==> config.mk <==
export PLATFORM = sky130hd
export DESIGN_NAME = univ_shiftreg
export DESIGN_NICKNAME = d
export VERILOG_FILES = /design/src/rtl/univ_shiftreg_pkg.sv /design/src/rtl/univ_shiftreg_fill_counter.sv /design/src/rtl/univ_shiftreg.sv
export SDC_FILE = /design/constraint.sdc
export NUM_CORES = 1
export LEC_CHECK = 0
export BUFFER_PORTS_ARGS = -buffer_cell sky130_fd_sc_hd__buf_2
export CORE_MARGIN = 2
export CORE_UTILIZATION = 35
export DETAILED_ROUTE_END_ITERATION = 8
export PLACE_DENSITY = 0.71
export SYNTH_ARGS = -nofsm -noshare
export SYNTH_HDL_FRONTEND = slang
export SYNTH_SLANG_ARGS = --single-unit
==> constraint.sdc <==
create_clock -name clk -period 1.4 [get_ports clk]
set_input_delay 0.21 -clock clk [delete_from_list [all_inputs] [get_ports clk]]
set_output_delay 0.21 -clock clk [all_outputs]
set_load 0.02 [all_outputs]
==> src/rtl/univ_shiftreg_pkg.sv <==
// Shared definitions for the universal shift register: operation modes and
// the sizing helper for the fill counter.
package univ_shiftreg_pkg;

    localparam logic [1:0] MODE_HOLD = 2'b00;
    localparam logic [1:0] MODE_SHR  = 2'b01;
    localparam logic [1:0] MODE_SHL  = 2'b10;
    localparam logic [1:0] MODE_LOAD = 2'b11;

    // Bits needed to hold a fill count in the range 0..max inclusive.
    function automatic int unsigned cnt_width(input int unsigned max);
        return $clog2(max + 1);
    endfunction

endpackage : univ_shiftreg_pkg

==> src/rtl/univ_shiftreg_fill_counter.sv <==
// Saturating fill counter: counts shift steps up to MAX, jumps to MAX on load,
// and never wraps. full is a decode of the registered count.
module fill_counter
    import univ_shiftreg_pkg::*;
#(
    parameter int unsigned MAX = 6
) (
    input  logic                      clk,
    input  logic                      rst,
    input  logic                      inc,
    input  logic                      load,
    output logic [cnt_width(MAX)-1:0] count,
    output logic                      full
);

    localparam int unsigned CW = cnt_width(MAX);
    localparam logic [CW-1:0] COUNT_MAX = CW'(MAX);

    logic [CW-1:0] count_next;

    // Load dominates increment; increment stops once the count reaches MAX.
    always_comb begin
        count_next = count;
        if (load) begin
            count_next = COUNT_MAX;
        end else if (inc && (count != COUNT_MAX)) begin
            count_next = count + CW'(1);
        end
    end

    always_ff @(posedge clk) begin
        if (rst) begin
            count <= '0;
        end else begin
            count <= count_next;
        end
    end

    assign full = (count == COUNT_MAX);

endmodule : fill_counter

==> src/rtl/univ_shiftreg.sv <==
// Universal shift register with hold/shift/rotate/load modes, a saturating
// fill counter and a pattern comparator that only reports once full.
module univ_shiftreg
    import univ_shiftreg_pkg::*;
#(
    parameter int unsigned WIDTH = 6
) (
    input  logic             clk,
    input  logic             rst,
    input  logic [1:0]       mode,
    input  logic             rot,
    input  logic             sin,
    input  logic [WIDTH-1:0] pin,
    input  logic [WIDTH-1:0] pattern,
    output logic [WIDTH-1:0] q,
    output logic             so_r,
    output logic             so_l,
    output logic             full,
    output logic             match
);

    localparam int unsigned CW = cnt_width(WIDTH);

    logic [WIDTH-1:0] q_next;
    logic             fill_in_r;
    logic             fill_in_l;
    logic             cnt_inc;
    logic             cnt_load;
    logic [CW-1:0]    count;

    // Bit entering at the vacated end: wrapped-around bit when rotating, else sin.
    assign fill_in_r = rot ? q[0]       : sin;
    assign fill_in_l = rot ? q[WIDTH-1] : sin;

    always_comb begin
        q_next = q;
        case (mode)
            MODE_SHR:  q_next = {fill_in_r, q[WIDTH-1:1]};
            MODE_SHL:  q_next = {q[WIDTH-2:0], fill_in_l};
            MODE_LOAD: q_next = pin;
            default:   q_next = q;
        endcase
    end

    always_ff @(posedge clk) begin
        if (rst) begin
            q <= '0;
        end else begin
            q <= q_next;
        end
    end

    // Only shifts that take in new serial data count toward the fill level.
    assign cnt_inc  = ((mode == MODE_SHR) || (mode == MODE_SHL)) && !rot;
    assign cnt_load = (mode == MODE_LOAD);

    fill_counter #(
        .MAX (WIDTH)
    ) u_fill (
        .clk   (clk),
        .rst   (rst),
        .inc   (cnt_inc),
        .load  (cnt_load),
        .count (count),
        .full  (full)
    );

    assign so_r  = q[0];
    assign so_l  = q[WIDTH-1];
    assign match = full && (q == pattern);

endmodule : univ_shiftreg

==> out/metrics.cfg, run 1 <==
[pwr]
ir_drop_uv=427
p_int_w=0.000489
p_comb_share_pct=30.0
p_leak_nw=0.376
switching_share_pct=32.4
p_seq_share_pct=42.2
switching_power_w=0.000235
power_density_nw_per_um2=856
pwr-share-clk_pct=27.8

[clocking]
cts_tree=yes
clock_latency_ps=260
cts_max_level=1
clkTransAtPathRegs_ps=60
root_buffer=clkbuf_4
cts_buffer_depth=2
clkSinkCount=9
ctsHoldBuffers=0
numCtsBuffers=3

[detailed_routing]
vias=644
viasPerCell=5.15
drt_pass1_iterations=4
wl_um=1570
drc=0
wl_per_cell_um=12.6
drtIter0Drc=18
ant_nets=0

[timing]
relSlewSlack_pct=71.3
worst_slack_ps=-193
slew_violations=0
rsz0062_at_grt=yes
fmax_ghz=0.628
period_needed_ps=1590
hold_viol=0
worstMarginPinSlew_ps=430
timing.final.crit_share_pct=114
setup_viol=1
fin_skew_ps=4.11

[critical_path]
arrival_ps=1380
path_max_fanout=6
reg2reg_depth=5
critPathRequiredTime_ps=1190
worst_setup_path_end_kind=output port
crit_chain=inv_2, ha_4, and2_4, nand4_1, nor4_4, buf_4
criticalPathCategory=reg -> out
cp_slowest_cell=dfxtp_2
cp_slowest_stage_delay_ps=330
reg2reg_slack_ps=70
reg2reg_from=u_fill.count[0]
startpoint_type=flop
reg2reg_to=u_fill.count[0]

[cells_and_area]
postLayoutCoreUtil_pct=49.5
drive_gt1_share_pct=43.0
final_cell_area_um2=846
final_cell_mix=buf_2 (26), a221oi_1 (10), inv_1 (8)
num_antenna_cells=0
area_delta_synth_final_pct=34.4
final_common_cell=buf_2
num-nets-final=124

[yosys]
synth_seq_area_share_pct=28.6
ys_async_sr_fraction_pct=0
synthesis.area_um2=629
yosys.area.top_type_share_pct=28.6
syn-instance-count=71
synth.area.top_cells=dfxtp_1 (29%), a221oi_1 (14%), ha_1 (9.9%)
syn_area_per_cell_um2=8.86
synthesis.nets=94
synth_area_leader_cell=dfxtp_1
yosys_most_used_dff=dfxtp_1
yosys_warnings=0
synth.distinct_cells=29
synth_edf_count=0
synth_seq_cells=9

[place]
port-buffer-count=27
hpwl_um=1210
place_congestion=0.778
dpl_cell_area_um2=808

[job]
cap_violations=0

[global_routing]
grt_pass1_vias=571
grt_usage_pct=16.2
grt_pass1_wl_um=2390
antenna_found_initial=0
grt_max_degree=13
grt.overflow.total=0

[floorplan]
initial_utilization_pct=36.8
core_um2=1710
die_area_um2=2150
fp-row-count=15
die_h_um=46.4
die_w_um=46.4
io_pins=28

[hold_path]
min_path_type=in -> reg
hold_end=u_fill.count[0]
hold_depth=2
worstHoldStart=rst

[run_status]
run_status=finished, violations left
violations=negative setup slack

==> worst max-delay path, delay by kind of cell, from the launching register on <==
kind	cells	cell delay (ps)
AND/OR/NAND/NOR	3	450
flip-flops	1	330
buffers and inverters	2	240
adder cells (fa/ha/maj)	1	120
==> what timing repair did <==
item	in CTS	in global routing
setup buffers	0	1
gates resized for setup	2	0
endpoints found under the hold margin	0	0
setup endpoints to repair	1	2
==> routing by layer <==
metal | global-route usage (%) | wire length (µm) | vias up
met1 | 19.8 | 711 | 301
met5 | 0 | 0 | -
met4 | 10.3 | 19 | 0
li1 | - | - | 317
met2 | 26.1 | 733 | 24
met3 | 2.75 | 109 | 2
==> metrics by stage <==
| step | hold WS, ps | setup TNS (ps) | setup slack [ps] | power (W) | instances |
|---|---|---|---|---|---|
| after floorplan | 427 | 0 | 2.30 | 0.000451 | 71 |
| after global placement | 504 | 0 | 42.9 | 0.000518 | 120 |
| after detailed placement | 503 | 0 | 14.7 | 0.000523 | 120 |
| after CTS | 230 | -226 | -226 | 0.000730 | 124 |
| after global routing | 244 | -267 | -267 | 0.000773 | 125 |
| final | 244 | -193 | -193 | 0.000724 | 125 |
==> synth_stat cells (2+ instances only) <==
| master | count |
|---|---|
| inv_1 | 9 |
| a22oi_1 | 2 |
| nor2_1 | 2 |
| a211oi_1 | 2 |
| ha_1 | 5 |
| dfxtp_1 | 9 |
| buf_4 | 2 |
| nor4b_1 | 2 |
| xor2_1 | 3 |
| a21oi_1 | 2 |
| a221oi_1 | 10 |
| xnor2_1 | 3 |
| nand2_1 | 4 |
==> power groups by stage <==
stage	Combinational, W	Sequential [W]	Clock (W)
finish	0.000217	0.000305	0.000201
global route	0.000237	0.000309	0.000227
CTS	0.000214	0.000306	0.000210
detailed placement	0.000212	0.000311	0
global placement	0.000208	0.000310	0
floorplan	0.000126	0.000325	0
==> flip-flops by register name (all words and copies together), names as in the netlist <==
name	count
u_fill.count	3
q	6
==> cells by family (layout without fill, tap and decap cells) <==
family / Yosys count / count (layout) / synth area share [%]
AO/OA/AOI/OAI: 18 / 18 / 23.1
buffers and inverters: 15 / 44 / 11.5
AND/OR/NAND/NOR: 16 / 16 / 14.9
XOR/XNOR: 6 / 6 / 8.35
flip-flops: 9 / 9 / 28.6
multiplexers: 2 / 2 / 3.58
adder cells (fa/ha/maj): 5 / 5 / 9.94
==> layout make-up <==
cell class / count / area (µm²)
fill: 170 / 862
multi-input combinational: 47 / 404
sequential: 9 / 183
timing repair buffer: 31 / 168
inverter: 9 / 33.8
tap: 25 / 31.3
clock buffer: 4 / 26.3
==> worst max-delay path by stage <==
stage	from	end	slack, ps
final	u_fill.count[0]	match	-190
after floorplan	u_fill.count[0]	u_fill.count[0]	2
after detailed placement	u_fill.count[1]	match	10
after global placement	mode[0]	u_fill.count[0]	40
after global routing	u_fill.count[0]	match	-270
after CTS	u_fill.count[0]	match	-230
No activity file was read; power rests on OpenSTA's default activity.
==> run 2, diff against run 1 <==
PLACE_DENSITY = 0.68   (was 0.71)
clock period = 1.56 ns   (was 1.4 ns; I/O delays follow)
==> run 2 against run 1 <==
Against the previous run: the flow still finishes with violations (negative setup slack); final cell count grew 2.4%; wire length grew 3.8%; register-to-register slack gained 30 ps; worst hold slack gained 25 ps; critical path depth shrank 1; sequential power shrank 9.8%; combinational power shrank 7%; first-iteration DRC count shrank 56%; critical path type unchanged; largest cell class unchanged.
==> out/metrics.cfg, run 2 (synthesis gave the netlist of run 1 again) <==
[pwr]
power_density_nw_per_um2=756
ir_drop_uv=325
power_w=0.000658
p_leak_nw=0.391

[critical_path]
reg2reg_depth=7
cp_num_cells=5
reg2reg_to=u_fill.count[1]
criticalPathCategory=reg -> out
critical_path.top_delay_family=simple AND/OR/NAND/NOR gates
crit_chain=ha_4, and2_4, nand4_1, nor4_2, buf_4
crit_buf_inv=1
critPathRequiredTime_ps=1330
worst_setup_path_end_kind=output port
startpoint_type=flop
cp-endpoint=match
reg2reg_slack_ps=100
reg2reg_from=u_fill.count[0]
cp_slowest_cell=dfxtp_2
arrival_ps=1360
cp_slowest_stage_delay_ps=360
cp-startpoint=u_fill.count[1]
path_max_fanout=3

[global_routing]
grt.overflow.total=0
grt_pass1_wl_um=2530
grt_usage_pct=17.4
grt_max_degree=13
antenna_found_initial=0
grt_pass1_vias=619

[clocking]
clkSinkCount=9
clkTransAtPathRegs_ps=60
clock_latency_ps=260
cts_tree=yes
numCtsBuffers=3
root_buffer=clkbuf_4
cts_buffer_depth=2
cts_max_level=1
ctsHoldBuffers=0

[timing]
rsz0062_at_grt=yes
setup_viol=1
fin_skew_ps=3.77
finalHoldWorstSlack_ps=270
timing.final.crit_share_pct=102
period_needed_ps=1590
relSlewSlack_pct=73.9
hold_viol=0
worst_slack_ps=-30.6
slew_violations=0
worstMarginPinSlew_ps=391
fmax_ghz=0.629

[detailed_routing]
wl_um=1630
wl_per_cell_um=12.8
viasPerCell=5.08
drc=0
ant_nets=0
drtIter0Drc=8
vias=650
drt_pass1_iterations=4

[run_status]
violations=negative setup slack
run_status=finished, violations left

[cells_and_area]
final_common_cell=buf_2
largest-register=q
final_cell_area_um2=870
num_antenna_cells=0
fill_cells=169
num-nets-final=127
postLayoutCoreUtil_pct=50.9
multi_input_area_um2=395
reg_top3=q x6, u_fill.count x3
regArea_um2=183
area_delta_synth_final_pct=38.2
largest_reg_flops=6
final_cell_mix=buf_2 (25), a221oi_1 (10), inv_1 (8)
instances_no_fill=128
drive_gt1_share_pct=44.7

[floorplan]
fp-row-count=15
die_h_um=46.4
io_pins=28
initial_utilization_pct=36.8
core_um2=1710
die_w_um=46.4
die_area_um2=2150

[place]
dpl_cell_area_um2=778
port-buffer-count=27
dp_cells=119
place_congestion=0.669
hpwl_um=1200

[job]
cap_violations=0

[hold_path]
min_path_type=in -> reg

run 2: changes by cell type in the layout (fill, tap and decap cells not counted):
cell | previous run | this run
buf_2 | 26 | 25
buf_4 | 5 | 7
buf_6 | 0 | 2
nor4_2 | 0 | 1
nor4_4 | 1 | 0
run 2: cell type report:
type                    count  area share, %
clock buffers               4           3.02
inverters                   9           3.88
multi-input cells          47           45.5
flip-flops and latches      9           21.0
well taps                  25           3.60
repair buffers             34           23.0
run 2: per-layer routing:
metal  vias to the layer above  share of wire [%]  wire length, µm  track usage, %
li1                        324                  -                -               -
met1                       301                 45              731            19.1
met2                        23                 50              810            28.9
met3                         2                4.0               66            2.75
met4                         0                1.5               25            14.3
met5                         -                  0                0               0
run 2: worst reg2reg max path: cells and delay by family (launching register included):
family,cells,cell delay (ps)
buffers and inverters,3,280
adder cells (fa/ha/maj),1,150
AO/OA/AOI/OAI,1,240
flip-flops,1,330
AND/OR/NAND/NOR,2,360
run 2: power by group:
part | internal [W] | total, W | switching (W)
Sequential | 0.000250 | 0.000275 | 0.0000246
Combinational | 0.0000985 | 0.000202 | 0.000104
Clock | 0.0000986 | 0.000181 | 0.0000820
Total | 0.000448 | 0.000658 | 0.000210
run 2: how the worst min path moves through the flow:
stage,startpoint,end,slack (ps),cells past startpoint
global placement,u_fill.count[0],u_fill.count[0],520,2
global route,rst,u_fill.count[0],270,2
detailed placement,q[3],q[3],530,2
floorplan,rot,u_fill.count[2],450,2
finish,rst,u_fill.count[0],270,2
CTS,rst,u_fill.count[0],260,2
run 2: timing repair:
item / CTS / global route
setup buffers: 4 / 1
endpoints found under the setup margin: 1 / 1
pin swaps: 3 / 1
resized for setup: 5 / 4
run 2: per-stage QoR:
step           TNS (ps)  worst slack (ps)
2_1_floorplan         0              77.5
3_3_place_gp          0               166
3_5_place_dp          0               121
4_1_cts            -130              -130
5_1_grt            -129              -124
6_report          -30.6             -30.6
==> run 3, diff against run 2 <==
PLACE_DENSITY = 0.69   (was 0.68)
SYNTH_HIERARCHICAL = 1   (was unset)
==> run 3 against run 2 <==
Against the previous run: combinational power down 3%; the run still ends with negative setup slack left; register-to-register slack improved by 150 ps; first-iteration DRC count up 50%; critical path type unchanged; critical endpoint unchanged; clock power rose by 3%; critical path depth grew 1; wire length is 7.9% lower.
==> out/metrics.cfg, run 3 <==
[critical_path]
worst_setup_path_end_kind=output port
startpoint_type=flop
path_max_fanout=2
criticalPathCategory=reg -> out
cp_slowest_cell=dfxtp_2
critPathRequiredTime_ps=1330
reg2reg_slack_ps=250
cp_slowest_stage_delay_ps=320
arrival_ps=1330
crit_chain=inv_2, ha_4, and2_4, nand4_1, nor4_2, buf_4

[place]
hpwl_um=1130
port-buffer-count=27
dpl_worst_slack_ps=91.1
place_congestion=0.735

[timing]
finalHoldWorstSlack_ps=263
worstMarginPinSlew_ps=453
relSlewSlack_pct=69.8
hold_viol=0
setup_viol=1
slew_violations=0
period_needed_ps=1560
rsz0062_at_grt=yes
worst_slack_ps=-2.59
fin_skew_ps=0.841
fmax_ghz=0.640
timing.final.crit_share_pct=100

[global_routing]
grt_pass1_vias=599
grt_max_degree=13
grt.overflow.total=0
grt_usage_pct=16.6
grt_pass1_wl_um=2480
antenna_found_initial=0

[cells_and_area]
reg_top3=q x6, u_fill/count x3
final_cell_mix=buf_2 (26), inv_1 (9), a221oi_1 (8)
num-nets-final=123
area_delta_synth_final_pct=36.2
final_common_cell=buf_2
num_antenna_cells=0
largest_reg_flops=6
fill_cells=156
drive_gt1_share_pct=44.4
largest-register=q

[clocking]
ctsHoldBuffers=0
cts_buffer_depth=2
root_buffer=clkbuf_4
clkSinkCount=9
cts_tree=yes
numCtsBuffers=3
cts_max_level=1
clock_latency_ps=260
clkTransAtPathRegs_ps=70

[floorplan]
io_pins=28
die_area_um2=2080
initial_utilization_pct=36.3
die_h_um=45.6
die_w_um=45.6
core_um2=1670
fp-row-count=15

[yosys]
synthesis.area_um2=606
synth.distinct_cells=23
synthesis.nets=90
synth_seq_area_share_pct=29.8
yosys_warnings=6
yosys.area.top_type_share_pct=29.8
ys_async_sr_fraction_pct=0
synth.most_common_cell=inv_1
synth.area.top_cells=dfxtp_1 (30%), a221oi_1 (12%), ha_1 (10%)
synth_area_leader_cell=dfxtp_1
yosys_most_used_dff=dfxtp_1
syn_area_per_cell_um2=9.04
synth_edf_count=0
synth_seq_cells=9
syn-instance-count=67
synth_common_cells=inv_1 (10), dfxtp_1 (9), a221oi_1 (8)

[pwr]
p_comb_share_pct=29.7
pwr-share-clk_pct=28.4
p_int_w=0.000443
ir_drop_uv=490
p_leak_nw=0.376
p_seq_share_pct=41.9
switching_power_w=0.000214
power_density_nw_per_um2=797
switching_share_pct=32.6

[detailed_routing]
drc=0
vias=615
drt_pass1_iterations=4
wl_per_cell_um=13.0
drtIter0Drc=12
ant_nets=0
wl_um=1510
viasPerCell=5.30

[hold_path]
min_path_type=in -> reg

[job]
cap_violations=0

[run_status]
violations=negative setup slack
run_status=finished, violations left

[run 3: per-stage QoR]
stage          util [%]  TNS (ps)  cell area (µm²)  total power, W  instances
6_report           49.4     -2.59              825        0.000658        116
5_1_grt            49.4     -82.5              825        0.000694        116
4_1_cts            49.2      -114              822        0.000657        116
3_5_place_dp       45.2         0              756        0.000453        109
3_3_place_gp       45.2         0              756        0.000451        109
2_1_floorplan         -         0              612        0.000393         67
[run 3: power groups by stage]
stage | Clock [W] | Sequential [W] | Combinational (W)
CTS | 0.000189 | 0.000275 | 0.000194
detailed placement | 0 | 0.000279 | 0.000175
global route | 0.000198 | 0.000279 | 0.000217
global placement | 0 | 0.000279 | 0.000172
floorplan | 0 | 0.000291 | 0.000102
finish | 0.000187 | 0.000275 | 0.000196
[run 3: final timing paths]
check,start,cells past startpoint,end
min,rst,2,q[5]
min reg2reg,q[0],2,q[0]
max,u_fill/count[0],6,match
max reg2reg,u_fill/count[0],6,u_fill/count[1]
[run 3: area by class of cell]
cell class	count	area [µm²]	area share, %
Inverter	10	37.5	4.55
Sequential cell	9	183	22.2
Clock buffer	4	26.3	3.19
Multi-Input combinational cell	45	389	47.2
Tap cell	17	21.3	2.58
Timing Repair Buffer	31	168	20.3
[run 3: cells by family (layout without fill, tap and decap cells)]
kind of cell               Yosys count  count (layout)  share of synthesized area (%)
AOI/OAI and AO/OA                   20              20                           26.4
xor gates and xnor gates             7               7                           10.1
adders and majority gates            5               5                           10.3
buffers and inverters               13              45                           9.50
DFF                                  9               9                           29.8
and+or+nand+nor                     13              13                           13.8
[run 3: critical path: cells and delay by family (launching register included)]
kind                       cells  cell delay [ps]
adders and majority gates      1              120
buffers and inverters          2              240
DFF                            1              320
and+or+nand+nor                3              380
[run 3: layer usage]
metal / share of wire, % / up-vias / global-route usage [%]
met4: 0 / 0 / 1.76
met5: 0 / - / 0
met1: 43 / 288 / 18.3
li1: - / 308 / -
met3: 6.0 / 0 / 5.16
met2: 50 / 19 / 31.5
[run 3: timing repair]
| action | CTS | global route |
|---|---|---|
| resized for setup | 6 | 1 |
| buffers inserted | 3 | 0 |
| pin swaps | 2 | 1 |
| gates cloned | 0 | 0 |
| setup endpoints to repair | 1 | 1 |
